===== config.mk =====
export PLATFORM = sky130hd
export DESIGN_NAME = regbank_write_arbiter
export DESIGN_NICKNAME = d
export VERILOG_FILES = /design/src/rtl/regbank_write_arbiter.sv
export SDC_FILE = /design/constraint.sdc
export NUM_CORES = 1
export LEC_CHECK = 0
export ABC_AREA = 1
export BUFFER_PORTS_ARGS = -buffer_cell sky130_fd_sc_hd__buf_2
export CORE_AREA = 2 2 76 133
export DETAILED_ROUTE_END_ITERATION = 8
export DIE_AREA = 0 0 78 135
export PLACE_DENSITY = 0.85
export REMOVE_ABC_BUFFERS = 1
export SYNTH_ARGS = -nofsm -noshare
export SYNTH_HDL_FRONTEND = slang
export SYNTH_SLANG_ARGS = --single-unit

===== constraint.sdc =====
create_clock -name clk -period 1.4 [get_ports clk]
set_clock_uncertainty 0.05 [all_clocks]
set_input_delay 0.42 -clock clk [delete_from_list [all_inputs] [get_ports clk]]
set_output_delay 0.42 -clock clk [all_outputs]
set_load 0.03 [all_outputs]

===== src/rtl/regbank_write_arbiter.sv =====
// regbank_write_arbiter: initialises a 32-entry register bank, then round-robin arbitrates two write requesters onto it
module regbank_write_arbiter #(
   parameter int N = 64,
   parameter logic [N-1:0] INIT_VALUE = '0
) (
   input  logic         clk,
   input  logic         rst_n,
   input  logic         a_valid,
   input  logic [4:0]   a_reg,
   input  logic [N-1:0] a_data,
   output logic         a_ready,
   input  logic         b_valid,
   input  logic [4:0]   b_reg,
   input  logic [N-1:0] b_data,
   output logic         b_ready,
   output logic         rf_we,
   output logic [4:0]   rf_waddr,
   output logic [N-1:0] rf_wdata,
   output logic         init_done
);
   typedef enum logic {INIT, RUN} state_t;
   state_t       r_state;
   logic [4:0]   r_idx;
   logic         r_prio;
   logic         r_we;
   logic [4:0]   r_waddr;
   logic [N-1:0] r_wdata;
   logic         r_init_done;
   logic         w_run;
   logic         w_a_grant;
   logic         w_b_grant;
   assign w_run = r_state == RUN;
   assign w_a_grant = w_run && a_valid && (!b_valid || !r_prio);
   assign w_b_grant = w_run && b_valid && (!a_valid || r_prio);
   assign a_ready = w_a_grant;
   assign b_ready = w_b_grant;
   assign rf_we = r_we;
   assign rf_waddr = r_waddr;
   assign rf_wdata = r_wdata;
   assign init_done = r_init_done;
   // sequencer: sweep every register with INIT_VALUE, then forward one granted write per cycle, x0 writes suppressed
   always_ff @(posedge clk or negedge rst_n) begin
      if (!rst_n) begin
         r_state <= INIT;
         r_idx <= '0;
         r_prio <= 1'b0;
         r_we <= 1'b0;
         r_waddr <= '0;
         r_wdata <= '0;
         r_init_done <= 1'b0;
      end else if (!w_run) begin
         r_we <= 1'b1;
         r_waddr <= r_idx;
         r_wdata <= INIT_VALUE;
         r_idx <= r_idx + 5'd1;
         if (r_idx == 5'd31) begin
            r_state <= RUN;
            r_init_done <= 1'b1;
         end
      end else if (w_a_grant) begin
         r_we <= a_reg != 5'd0;
         r_waddr <= a_reg;
         r_wdata <= a_data;
         r_prio <= 1'b1;
      end else if (w_b_grant) begin
         r_we <= b_reg != 5'd0;
         r_waddr <= b_reg;
         r_wdata <= b_data;
         r_prio <= 1'b0;
      end else begin
         r_we <= 1'b0;
      end
   end
endmodule


==> impl_metrics.json <==
{
  "clkLatencyLatePin_ns": 0.32,
  "num_rows": 47,
  "first_iter_violations": 251,
  "syn_area_um2": 3620,
  "slowest_stage": "dfrtp_2",
  "first_pass_iters": 5,
  "dpl.hpwl_um": 8783,
  "cts_tree": "done",
  "grt_use_total_pct": 21.39,
  "cts-htree-levels": 3,
  "grt_pass1_vias": 3924,
  "finalHoldViolations": 0,
  "fin_crit_sh_pct": 111.5,
  "numCtsBuffers": 9,
  "synthXorXnorAreaFrac_pct": 0.2420,
  "reg2regPathDepth": 7,
  "ys_seq_elements": 78,
  "yosysTopAreaCell": "dfrtp_1",
  "synth_compound_area_share_pct": 1.555,
  "status": "finished with violations",
  "port_buffers": 214,
  "io_pins": 215,
  "coreArea_um2": 9409,
  "rsz0062_at_grt": "true",
  "place_inst": 783,
  "grt-ovfl-total": 0,
  "synth.mux.area_fraction_pct": 0,
  "die_w_um": 78,
  "diodes": 0,
  "worstPathMaxFanout": 3,
  "min_period_ns": 1.561,
  "dieArea_um2": 10530,
  "ant_nets": 0,
  "slowest_delay_ns": 0.40,
  "die_y_um": 135,
  "synth_seq_area_share_pct": 53.92,
  "slew_headroom_pct": 82.87,
  "via_per_inst": 5.250,
  "start_util_pct": 38.47,
  "timing.rr.end": "rf_wdata[51]",
  "crit_chain": "nand2_2, a21oi_4, buf_6",
  "grt_max_degree": 42,
  "tightest_slew_ns": 0.2567,
  "vias": 4326,
  "arrival_ns": 1.09,
  "wl_um": 14700,
  "cp_data_required_time_ns": 0.93,
  "power_density_nw_per_um2": 1202,
  "synthTopCellsByArea": "dfrtp_1, nand3_1, nand2_1",
  "fmax_mhz": 640.6,
  "reg2reg_from": "r_state",
  "synth_top_family_by_area": "simple AND/OR/NAND/NOR gates",
  "drc": 0,
  "synth_top_area_share_pct": 53.92,
  "hp-class": "in -> async",
  "antenna_found_initial": 0,
  "synth_fa_ha_area_share_pct": 0.6913,
  "cp-start-kind": "flop",
  "synth.avg_cell_area_um2": 8.008,
  "cts_sinks": 78,
  "globalplace.congestion": 0.8315,
  "clk_path_buf_depth": 2,
  "layout-drive-gt1-share_pct": 50.00,
  "irDropWorstVdd_mv": 0.6947,
  "end_kind": "primary output",
  "clk_pin_slew_ns": 0.06,
  "wl_per_cell_um": 17.83,
  "synthSimpleGateAreaFrac_pct": 38.16,
  "grt_pass1_wl_um": 17930,
  "setup_ws_ns": -0.1610,
  "r2r_setup_slack_ns": -0.09,
  "p_total_w": 0.007613,
  "ys_warn_count": 0,
  "syn_inst": 452,
  "crit_type": "reg -> out",
  "layout.nets": 842,
  "p_leak_nw": 3.524,
  "syn_to_final_growth_pct": 75.01,
  "cap_viol_max_count": 0,
  "final_cell_count_no_fill": 824,
  "root_buffer": "clkbuf_16",
  "setup_violations": 67,
  "slew_violations": 0,
  "violations": "setup timing",
  "yosysUniqueCellTypes": 19
}
## placed cells by master, fill, tap and decap left out, types with 16 or more instances in the layout
| cell type | instances |
|---|---|
| buf_2 | 194 |
| buf_4 | 20 |
| buf_6 | 19 |
| clkbuf_16 | 22 |
| dfrtp_1 | 76 |
| nand2_1 | 125 |
| nand2_2 | 18 |
| nand2_4 | 16 |
| nand3_1 | 113 |
| nand3_2 | 25 |
## how the worst max path moves through the flow
stage / from / slack (ns) / endpoint
final: r_state / -0.16 / a_ready
after global routing: r_state / -0.21 / a_ready
after CTS: r_state / -0.18 / b_ready
after detailed placement: a_valid / -0.10 / a_ready
after global placement: a_valid / -0.1 / a_ready
after floorplan: r_state / -1.31 / rf_we
## Yosys cell counts, drive strengths merged
cell and instances:
nand2 161, nand3 138, dfrtp 78, buf 16, inv 16, nor2 14, clkbuf 13, o21ai 5
a21oi 2, ha 2, nand4 2, or2 2, a21o 1, a31oi 1, xor2 1
## cells by family after synthesis
family,Yosys count
simple gates,317
flops,78
buf+inv,45
compound gates,9
fa+ha+maj,2
xor+xnor,1
## per-stage QoR
step           setup TNS, ns  instance area [µm²]  setup slack (ns)  hold slack [ns]  util (%)
3_5_place_dp          -2.678                 5032           -0.1043           0.3736     53.48
6_report              -3.387                 6335           -0.1610          0.01528     67.33
3_3_place_gp          -1.144                 5032          -0.09997           0.3658     53.48
2_1_floorplan         -84.05                 3483            -1.306          0.07441         -
5_1_grt               -8.387                 6335           -0.2130          0.01948     67.33
4_1_cts              -0.4535                 5434           -0.1774          0.02514     57.75
## flip-flops by register name, indices dropped and copies added (netlist names)
name       cells
rf_wdata      64
rf_we          1
r_prio         1
r_idx          5
init_done      1
rf_waddr       5
r_state        1
## worst max-delay path, delay by kind of cell (launching register included)
kind	cells	cell delay (ns)
buffers and inverters	1	0.15
flip-flops	1	0.40
AO/OA/AOI/OAI	1	0.14
AND/OR/NAND/NOR	1	0.09
## timing repair
item,CTS,global route
setup buffers,5,4
hold buffers,0,0
cloned,0,18
endpoints found under the setup margin,2,73
pin swaps,2,4
resized for setup,10,147
## routing by layer
layer / global-route usage (%) / vias to the layer above / part of all wire (%)
met5: 0 / - / 0
met4: 10.62 / 0 / 4.5
met3: 2.807 / 60 / 5.8
met2: 38.60 / 235 / 55
met1: 24.53 / 2049 / 35
li1: - / 1982 / -
## layout make-up
type	count	area (µm²)
flip-flops and latches	78	1954
clock inverters	4	95.09
fillers	737	3074
repair inverters	1	8.758
multi-input cells	329	1826
repair buffers	263	1981
well taps	122	152.6
clock buffers	11	242.7
inverters	16	75.07
## where the power goes
part | total, W | internal [W] | leakage (nW) | switching, W
clock network | 0.00266 | 0.00178 | 0.166 | 0.000879
registers | 0.00270 | 0.00251 | 0.971 | 0.000188
logic | 0.00225 | 0.000900 | 2.39 | 0.00135
No activity file was read; power rests on OpenSTA's default activity.
